$ cat src/rtl/circuito_serializador_if.sv
// Parallel-load / serial-out bus of the 4-bit serializer.
// cargar acts as valid and !ocupado as ready: a word transfers on the rising edge where both are high.
// listo pulses for one cycle after a frame's stop bit.
interface circuito_serializador_if;
  logic [3:0] entradas;
  logic       cargar;
  logic       serie;
  logic       ocupado;
  logic       listo;

  modport master (
    output entradas,
    output cargar,
    input  serie,
    input  ocupado,
    input  listo
  );

  modport slave (
    input  entradas,
    input  cargar,
    output serie,
    output ocupado,
    output listo
  );
endinterface

$ cat src/rtl/circuito_serializador.sv
// Transmits a 4-bit word as a start(0) / 4 data (LSB first) / stop(1) frame.
// Each bit lasts DIV clock cycles, and all outputs are registered.
module circuito_serializador #(
  parameter int DIV = 2
) (
  input  logic                           clk,
  input  logic                           rst_n,
  circuito_serializador_if.slave         bus,
  output logic [1:0]                     estado
);

  typedef enum logic [1:0] {
    REPOSO = 2'd0,
    INICIO = 2'd1,
    DATOS  = 2'd2,
    PARADA = 2'd3
  } estado_t;

  localparam logic [3:0] CNT_MAX = 4'(DIV - 1);

  estado_t    st_q, st_d;
  logic [3:0] cnt_q, cnt_d;
  logic [3:0] sr_q, sr_d;
  logic [1:0] bit_q, bit_d;
  logic       serie_q, serie_d;
  logic       ocup_q, ocup_d;
  logic       listo_q, listo_d;
  logic       fin_bit;

  assign fin_bit     = (cnt_q == CNT_MAX);
  assign bus.serie   = serie_q;
  assign bus.ocupado = ocup_q;
  assign bus.listo   = listo_q;
  assign estado      = st_q;

  always_ff @(posedge clk or negedge rst_n) begin
    if (!rst_n) begin
      st_q    <= REPOSO;
      cnt_q   <= 4'd0;
      sr_q    <= 4'd0;
      bit_q   <= 2'd0;
      serie_q <= 1'b1;
      ocup_q  <= 1'b0;
      listo_q <= 1'b0;
    end else begin
      st_q    <= st_d;
      cnt_q   <= cnt_d;
      sr_q    <= sr_d;
      bit_q   <= bit_d;
      serie_q <= serie_d;
      ocup_q  <= ocup_d;
      listo_q <= listo_d;
    end
  end

  // Next-state logic also computes next outputs so the line is glitch-free.
  always_comb begin
    st_d    = st_q;
    cnt_d   = cnt_q;
    sr_d    = sr_q;
    bit_d   = bit_q;
    serie_d = serie_q;
    ocup_d  = ocup_q;
    listo_d = 1'b0;
    case (st_q)
      REPOSO: begin
        serie_d = 1'b1;
        ocup_d  = 1'b0;
        cnt_d   = 4'd0;
        bit_d   = 2'd0;
        if (bus.cargar) begin
          sr_d    = bus.entradas;
          st_d    = INICIO;
          serie_d = 1'b0;
          ocup_d  = 1'b1;
        end
      end
      INICIO: begin
        if (fin_bit) begin
          cnt_d   = 4'd0;
          st_d    = DATOS;
          serie_d = sr_q[0];
        end else begin
          cnt_d = cnt_q + 4'd1;
        end
      end
      DATOS: begin
        if (fin_bit) begin
          cnt_d = 4'd0;
          bit_d = bit_q + 2'd1;
          sr_d  = {1'b0, sr_q[3:1]};
          // The bit counter wraps 3->0 exactly as the frame enters the stop bit.
          if (bit_q == 2'd3) begin
            st_d    = PARADA;
            serie_d = 1'b1;
          end else begin
            serie_d = sr_q[1];
          end
        end else begin
          cnt_d = cnt_q + 4'd1;
        end
      end
      PARADA: begin
        if (fin_bit) begin
          cnt_d   = 4'd0;
          st_d    = REPOSO;
          serie_d = 1'b1;
          ocup_d  = 1'b0;
          listo_d = 1'b1;
        end else begin
          cnt_d = cnt_q + 4'd1;
        end
      end
      default: begin
        st_d    = REPOSO;
        cnt_d   = 4'd0;
        bit_d   = 2'd0;
        serie_d = 1'b1;
        ocup_d  = 1'b0;
      end
    endcase
  end

endmodule

$ cat src/flat_wrapper.sv
// flat-port wrapper written by rule: the top's interface ports become plain ports
module circuito_serializador_flat 
#(
  parameter int DIV = 2
)
  (clk, rst_n, estado, bus_entradas, bus_cargar, bus_serie, bus_ocupado, bus_listo);
  circuito_serializador_if bus_i ();
  input  logic clk;
  input  logic rst_n;
  output logic [1:0] estado;
  input wire logic [$bits(bus_i.entradas)-1:0] bus_entradas;
  input wire logic [$bits(bus_i.cargar)-1:0] bus_cargar;
  output wire logic [$bits(bus_i.serie)-1:0] bus_serie;
  output wire logic [$bits(bus_i.ocupado)-1:0] bus_ocupado;
  output wire logic [$bits(bus_i.listo)-1:0] bus_listo;
  assign bus_i.entradas = bus_entradas;
  assign bus_i.cargar = bus_cargar;
  assign bus_serie = bus_i.serie;
  assign bus_ocupado = bus_i.ocupado;
  assign bus_listo = bus_i.listo;
  circuito_serializador #(.DIV(DIV)) u_core (.clk(clk), .rst_n(rst_n), .bus(bus_i), .estado(estado));
endmodule
$ cat config.mk
export PLATFORM = sky130hd
export DESIGN_NAME = circuito_serializador_flat
export DESIGN_NICKNAME = d
export VERILOG_FILES = /design/src/rtl/circuito_serializador_if.sv /design/src/rtl/circuito_serializador.sv /design/src/flat_wrapper.sv
export SDC_FILE = /design/constraint.sdc
export NUM_CORES = 1
export LEC_CHECK = 0
export ABC_AREA = 1
export CORE_MARGIN = 2
export CORE_UTILIZATION = 59
export CTS_BUF_LIST = sky130_fd_sc_hd__clkbuf_2 sky130_fd_sc_hd__clkbuf_4 sky130_fd_sc_hd__clkbuf_8
export DETAILED_ROUTE_END_ITERATION = 8
export PLACE_DENSITY = 0.86
export SYNTH_ARGS = -nofsm -noshare
export SYNTH_HDL_FRONTEND = slang
export SYNTH_SLANG_ARGS = --single-unit
$ cat constraint.sdc
create_clock -name clk -period 3.9 [get_ports clk]
set_clock_uncertainty 0.05 [all_clocks]
set_input_delay 0.78 -clock clk [delete_from_list [all_inputs] [get_ports clk]]
set_output_delay 0.78 -clock clk [all_outputs]
set_load 0.02 [all_outputs]
==> results of run 1 <==
-- per-layer routing --
layer	wire length [microns]	up-vias	global-route usage [%]
li1	-	338	-
met1	680	309	28.0
met2	668	31	32.8
met3	89	6	3.19
met4	33	0	9.68
met5	0	-	0
-- cells by family after synthesis --
group	Yosys count	share of synthesized area, %
XOR/XNOR	2	2.12
adder cells (fa/ha/maj)	8	12.1
AO/OA/AOI/OAI	3	1.82
buffers and inverters	8	4.55
flip-flops	15	45.7
AND/OR/NAND/NOR	62	33.7
-- cell usage in the layout (no fill, tap or decap), drive strengths merged --
cell type,count
nand3,10
nand4,3
xnor2,1
dfstp,1
or2,3
clkinv,1
ha,8
nand2,34
clkdlybuf4s50,11
clkbuf,3
nor2,12
dfrtp,14
xor2,1
inv,7
o21ai,3
-- per-stage QoR --
stage               total power [mW]  setup slack (ns)  utilization (%)  area (sq um)
finish                         0.778              1.67             74.5           970
detailed placement             0.693              1.70             72.4           942
global route                   0.852              1.63             74.5           970
global placement               0.676              1.75             72.4           942
CTS                            0.783              1.65             74.5           970
floorplan                      0.574              2.35                -           825
-- worst max-delay path by stage --
| stage | startpoint | slack, ns | endpoint | cells past startpoint |
|---|---|---|---|---|
| global placement | bus_cargar | 1.75 | u_core.estado[0] | 5 |
| global route | u_core.bus.serie | 1.63 | bus_serie | 1 |
| CTS | u_core.bus.serie | 1.65 | bus_serie | 1 |
| floorplan | u_core.estado[0] | 2.35 | u_core.sr_q[3] | 8 |
| detailed placement | bus_cargar | 1.70 | u_core.estado[1] | 5 |
| finish | u_core.bus.serie | 1.67 | bus_serie | 1 |
-- registers in the layout, indices dropped and copies added, names as in the netlist --
name	cells
u_core.cnt_q	4
u_core.bus.listo	1
u_core.bus.ocupado	1
u_core.bus.serie	1
u_core.estado	2
u_core.bit_q	2
u_core.sr_q	4
-- where the power goes --
part           internal (mW)  switching (mW)
Clock                 0.0381          0.0479
Combinational          0.165           0.263
Sequential             0.221          0.0437
Total                  0.424           0.355
-- layout make-up --
class | count | area share (%)
Clock buffer | 3 | 2.32
Clock inverter | 1 | 0.516
Inverter | 7 | 2.71
Multi-Input combinational cell | 75 | 42.3
Sequential cell | 15 | 38.8
Tap cell | 15 | 1.94
Timing Repair Buffer | 11 | 11.4
-- worst register-to-register path, delay by kind of cell, from the launching register on --
kind | cells | cell delay [ns]
and+or+nand+nor | 4 | 0.75
DFF | 1 | 0.42
adders and majority gates | 1 | 0.28
buffers and inverters | 2 | 0.20
==> impl_summary.log, run 1 <==
INFO  metric antenna_left = 0
INFO  metric max-clock-path-buffers = 2
INFO  metric drcViolationCount = 0
INFO  metric wirelength_per_cell = 11.6 microns
INFO  metric num_antenna_cells = 0
INFO  metric multiInputGateArea = ~410 sq um
INFO  metric layout.area.seq = 377 sq um
INFO  metric cp.required = ~3.1 ns
INFO  metric synth.top_cells.by_area = sky130_fd_sc_hd__dfrtp_1 (42%), sky130_fd_sc_hd__nand2_1 (14%), sky130_fd_sc_hd__ha_1 (12%), sky130_fd_sc_hd__nand3_1 (5.5%), sky130_fd_sc_hd__nor2_1 (5.5%)
INFO  metric holdCritStartpoint = u_core.sr_q[3]
INFO  metric synthesis.nets = 113
INFO  metric grtUsageTotal = a little over a fifth
INFO  metric clock.fmax = about 0.45 GHz
INFO  metric fin_setup_tns = 0 ns
INFO  metric synth_top_area_share = approximately 42%
INFO  metric dp.cells = 123
INFO  metric worst_hold_slack = between 0.4 and 0.5 ns
INFO  metric timing.critical_path.slowest_stage_cell = sky130_fd_sc_hd__clkdlybuf4s50_1
INFO  metric worst-slew-pin-transition = around 0.63 ns
INFO  metric grt_overflow_total = 0
INFO  metric timing.critical_path.buf_inv = 1
INFO  metric most_common_cell_in_the_netlist = sky130_fd_sc_hd__nand2_1
INFO  metric outcome = complete, no violations
INFO  metric timing.slew.headroom = 57.8%
INFO  metric ioPinCount = 12
INFO  metric core_area = 1300 sq um
INFO  metric clockRootBuffer = sky130_fd_sc_hd__clkbuf_4
INFO  metric clock_tree_from_tritoncts = yes
INFO  metric synth.top_cells.by_count = sky130_fd_sc_hd__nand2_1 (31), sky130_fd_sc_hd__dfrtp_1 (14), sky130_fd_sc_hd__nor2_1 (12)
INFO  metric number_of_flops_mapped_to_enable_cells_by_yosys = 0
INFO  metric worst_setup_path_end_kind = output port
INFO  metric worst_r2r_path_depth = 7
INFO  metric p_leak = 0.518 nW
INFO  metric area.growth.synth_to_final = 17.6%
INFO  metric wl = about 1500 microns
INFO  metric layoutNonFillerInstCount = about 130
INFO  metric worst_path_largest_cell_delay = slightly below 0.6 ns
INFO  metric arrival = around 1.4 ns
INFO  metric final_worst_path_cycle_share = between 50% and 60%
INFO  metric final_layout_size_suffix_gt1_share = approximately a tenth
INFO  metric placement_rows = 13
INFO  metric clock_sinks = 15
INFO  metric setup_viol = 0
INFO  metric syn_area = slightly above 800 sq um
INFO  metric cts_setup_buffers = 0
INFO  metric clk_pin_slew = 0.08 ns
INFO  metric floorplan.initialDensity = 63.4%
INFO  metric rr_endpoint = u_core.estado[1]
INFO  metric worst_ir_drop_on_vdd = 0.000425 V
INFO  metric power.density_cell_area = 803 nW/um^2
INFO  metric timing_hold_violations_final = 0
INFO  metric grt_pass1_vias = around 560
INFO  metric chipWidth = ~41 microns
INFO  metric critical_path_cell_list = clkdlybuf4s50_1
INFO  metric ys_seq_area_share = between 40% and 50%
INFO  metric post_synth_inst_count = between 90 and 100
INFO  metric grt_setup_unrepaired = false
INFO  metric postCtsResizedCells = 0
INFO  metric yosys_warnings = 0
INFO  metric maxSlewViolCount = 0
INFO  metric synthArstFlopShare = 100%
INFO  metric number_of_antenna_violations_at_the_first_check_in_global_routing = 0
INFO  metric yosys.area.top_type = sky130_fd_sc_hd__dfrtp_1
INFO  metric postSynthRegisterBits = 15
INFO  metric clock_tree.htree_level_count = 1
INFO  metric gp_congestion = ~0.82
INFO  metric worstSetupStartpointType = flop
INFO  metric fillers = slightly below 100
INFO  metric drt-pass1-iter-count = 4
INFO  metric grt_start_max_net_pins = 16
INFO  metric clock_insertion_delay_worst_skew = around 0.28 ns
INFO  metric critical-path-top-delay-family = buffers and inverters
INFO  metric critical_path_peak_fanout = 2
INFO  metric dp_hpwl = roughly 1100 microns
INFO  metric via_count = 684
INFO  metric timing.max_cap.violations = 0
INFO  metric rrSetupSlack = between 2 and 2.5 ns
INFO  metric die_height = approximately 41 microns
INFO  metric hold-path-endpoint = u_core.sr_q[3]
INFO  metric worst-setup-path-type = reg2out
INFO  metric port_buffers = 11
INFO  metric finish.net_count = 128
INFO  metric rr_startpoint = u_core.estado[0]
INFO  metric synth_unique_cells = 18
INFO  metric synthesis.area_per_instance = roughly 8.4 sq um
INFO  metric drt-initial-drc-count = 35
INFO  metric ctsHoldBuffers = 0
INFO  metric numCtsBuffers = 3
INFO  metric grt_first_pass_wirelength = 2280 microns
INFO  metric ys.flop_type = sky130_fd_sc_hd__dfrtp_1
INFO  metric drt-vias-per-instance = between 5 and 6
INFO  metric timing.hold.worst_path_depth = 2
INFO  metric timing.hold.worst.class = reg2reg
INFO  metric shortest_clock_period_the_worst_path_allows_after_layout = around 2.2 ns
INFO  metric die_area = ~1700 sq um
No activity file was read; power rests on OpenSTA's default activity.
==> run 2, diff against run 1 <==
Settings changed: CORE_UTILIZATION 59 to 49, PLACE_DENSITY 0.86 to 0.76.
Clock period 3.9 ns to 1.9 ns, I/O delays scaled along.
==> run 2 against run 1 <==
  * Worst setup slack worse by 1.6 ns
  * Combinational power is 110% higher
  * Die area is 18% higher
  * First-iteration DRC count is 66% lower
  * Sequential power is 110% higher
  * Critical path type unchanged
  * Critical endpoint unchanged
  * Largest cell class unchanged
  * Highest routed layer unchanged
==> impl_summary.log, run 2 (same netlist as run 1, synthesis figures left out) <==
INFO  metric combinationalPowerShare = 54.2% (-0.8 points)
INFO  metric critical_path_peak_fanout = 2 (unchanged)
INFO  metric clockRootBuffer = sky130_fd_sc_hd__clkbuf_4
INFO  metric rr_startpoint = u_core.estado[0]
INFO  metric grt_start_max_net_pins = 16 (unchanged)
INFO  metric endpoint = bus_serie
INFO  metric p_clk_share = 12.4% (+1.4 points)
INFO  metric timing.critical_path.depth = 1 (unchanged)
INFO  metric top_regs = u_core.cnt_q (4), u_core.sr_q (4)
INFO  metric fillers = 145 (+46%)
INFO  metric rr_endpoint = u_core.sr_q[0]
INFO  metric antenna_left = 0 (unchanged)
INFO  metric final_worst_path_cycle_share = a little over nine tenths
INFO  metric via_count = 675 (-1.3%)
INFO  metric clock_insertion_delay_worst_skew = 0.29 ns (about the same)
INFO  metric clock_tree_from_tritoncts = yes
INFO  metric timing.max_cap.violations = 0 (unchanged)
INFO  metric critical-path-top-delay-family = buffers and inverters
INFO  metric total_switching_power = 0.742 mW (+110%)
INFO  metric worst-slew-pin-transition = 0.255 ns (-0.377 ns)
INFO  metric clk_pin_slew = 0.09 ns (about the same)
INFO  metric floorplan.initialDensity = 53.5% (-9.9 points)
INFO  metric worst_ir_drop_on_vdd = 0.000795 V (+87%)
INFO  metric grtUsageTotal = 19.2% (-1.7 points)
INFO  metric port_buffers = 11 (unchanged)
INFO  metric timing_hold_violations_final = 0 (unchanged)
INFO  metric minimum_setup_slack_after_placement = 0.299 ns (-1.40 ns)
INFO  metric postCtsResizedCells = 0 (unchanged)
INFO  metric rrSetupSlack = 0.28 ns (-1.82 ns)
INFO  metric timing.critical_path.from = u_core.bus.serie
INFO  metric number_of_antenna_violations_at_the_first_check_in_global_routing = 0 (unchanged)
INFO  metric num_antenna_cells = 0 (unchanged)
INFO  metric chipWidth = 45.0 microns (+8.8%)
INFO  metric finish.net_count = 130 (+1.6%)
INFO  metric grt_first_pass_wirelength = 2700 microns (+18%)
INFO  metric cell_internal_pwr = 0.898 mW (+110%)
INFO  metric switching_share = 45.2% (-0.33 points)
INFO  metric grt_pass1_vias = 645 (+16%)
INFO  metric max-clock-path-buffers = 2 (unchanged)
INFO  metric p_leak = 0.528 nW (+1.9%)
INFO  metric clock_sinks = 15 (unchanged)
INFO  metric grt_overflow_total = 0 (unchanged)
INFO  metric cp.required = 1.47 ns (-1.60 ns)
INFO  metric grt_setup_unrepaired = false
INFO  metric dp_hpwl = 1260 microns (+10%)
INFO  metric die_area = 2030 sq um (+18%)
INFO  metric core_area = 1540 sq um (+18%)
INFO  metric gp_congestion = 0.815 (-0.92%)
INFO  metric setup_viol = 0 (unchanged)
INFO  metric clock_tree.htree_level_count = 1 (unchanged)
INFO  metric worst-setup-path-type = reg2out
INFO  metric timing.critical_path.slowest_stage_cell = sky130_fd_sc_hd__clkdlybuf4s50_1
INFO  metric drt-pass1-iter-count = 4 (unchanged)
INFO  metric layoutNonFillerInstCount = 130 (+2.4%)
INFO  metric worst_setup_path_end_kind = output port
INFO  metric wirelength_per_cell = 12.3 microns (+6.4%)
INFO  metric final_layout_size_suffix_gt1_share = 11.4% (+1.6 points)
INFO  metric numCtsBuffers = 3 (unchanged)
INFO  metric ioPinCount = 12 (unchanged)
INFO  metric drt-vias-per-instance = 5.19 (-3.6%)
INFO  metric die_height = 45.0 microns (+8.8%)
INFO  metric outcome = complete, no violations
INFO  metric area.growth.synth_to_final = 19.9%
INFO  metric drt-initial-drc-count = 12 (-66%)
INFO  metric cts_setup_buffers = 0 (unchanged)
INFO  metric wl = 1600 microns (+8.9%)
INFO  metric fin_setup_tns = 0 ns (unchanged)
INFO  metric worstSetupStartpointType = flop
INFO  metric final_core_utilization = 64.1% (-10 points)
INFO  metric ctsHoldBuffers = 0 (unchanged)
INFO  metric arrival = 1.42 ns (+0.02 ns)
INFO  metric dp.cells = 126 (+2.4%)
INFO  metric final_common_cell = sky130_fd_sc_hd__nand2_1
INFO  metric timing.critical_path.buf_inv = 1 (unchanged)
INFO  metric final_critical_path_setup_slack = 0.0502 ns (-1.62 ns)
INFO  metric clock.fmax = about 0.54 GHz
INFO  metric mostFrequentLayoutCells = sky130_fd_sc_hd__nand2_1 (31), sky130_fd_sc_hd__dfrtp_1 (14), sky130_fd_sc_hd__nor2_1 (12)
INFO  metric worst_path_largest_cell_delay = 0.60 ns (about the same)
INFO  metric drcViolationCount = 0 (unchanged)
INFO  metric maxSlewViolCount = 0 (unchanged)
INFO  metric power.sequential.fraction = 33.4% (-0.6 points)
INFO  metric timing.slew.headroom = 83.0% (+25 points)
INFO  metric timing.hold.worst.class = in2async
INFO  metric worst_r2r_path_depth = 8 (+1)
INFO  metric shortest_clock_period_the_worst_path_allows_after_layout = between 1.5 and 2 ns
INFO  metric critical_path_cell_list = clkdlybuf4s50_1
INFO  metric power.density_cell_area = 1660 nW/um^2 (+110%)
INFO  metric placement_rows = 14 (+1)
## run 2: changes by cell type in the layout (fill, tap and decap cells not counted), sizes merged
cell / delta
buf: +2
clkbuf: +1
clkinv: -1
## run 2: cell type report
cell class	count	area, sq um	area share, %
Clock buffer	4	30.0	3.04
Multi-Input combinational cell	75	410	41.5
Sequential cell	15	377	38.1
Tap cell	16	20.0	2.03
Inverter	7	26.3	2.66
Timing Repair Buffer	13	125	12.7
## run 2: routing by layer
layer	up-vias	routed length, microns	part of all wire, %	track usage (%)
met1	307	721	45	23.1
met2	23	777	48	31.1
li1	341	-	-	-
met3	4	75	4.7	3.60
met5	-	0	0	0
met4	0	29	1.8	12.4
## run 2: per-stage QoR
step / cell area (sq um) / power, mW / hold slack [ns]
finish: 988 / 1.64 / 0.339
CTS: 988 / 1.65 / 0.340
global placement: 958 / 1.41 / 0.412
detailed placement: 958 / 1.44 / 0.414
global route: 988 / 1.79 / 0.356
floorplan: 825 / 1.18 / 0.0344
## run 2: power groups by stage
stage | registers [mW] | logic, mW | clock network (mW)
finish | 0.548 | 0.889 | 0.204
global route | 0.562 | 1.01 | 0.213
CTS | 0.548 | 0.895 | 0.209
detailed placement | 0.555 | 0.890 | 0
global placement | 0.546 | 0.864 | 0
floorplan | 0.589 | 0.590 | 0
## run 2: worst min-delay path by stage
stage,from,end,depth (start not counted),slack [ns]
after floorplan,rst_n,u_core.bit_q[0],0,0.03
after global placement,u_core.sr_q[3],u_core.sr_q[3],2,0.41
after detailed placement,u_core.sr_q[3],u_core.sr_q[3],2,0.41
after CTS,rst_n,u_core.bus.ocupado,2,0.34
after global routing,rst_n,u_core.bus.ocupado,2,0.36
final,rst_n,u_core.cnt_q[0],2,0.34
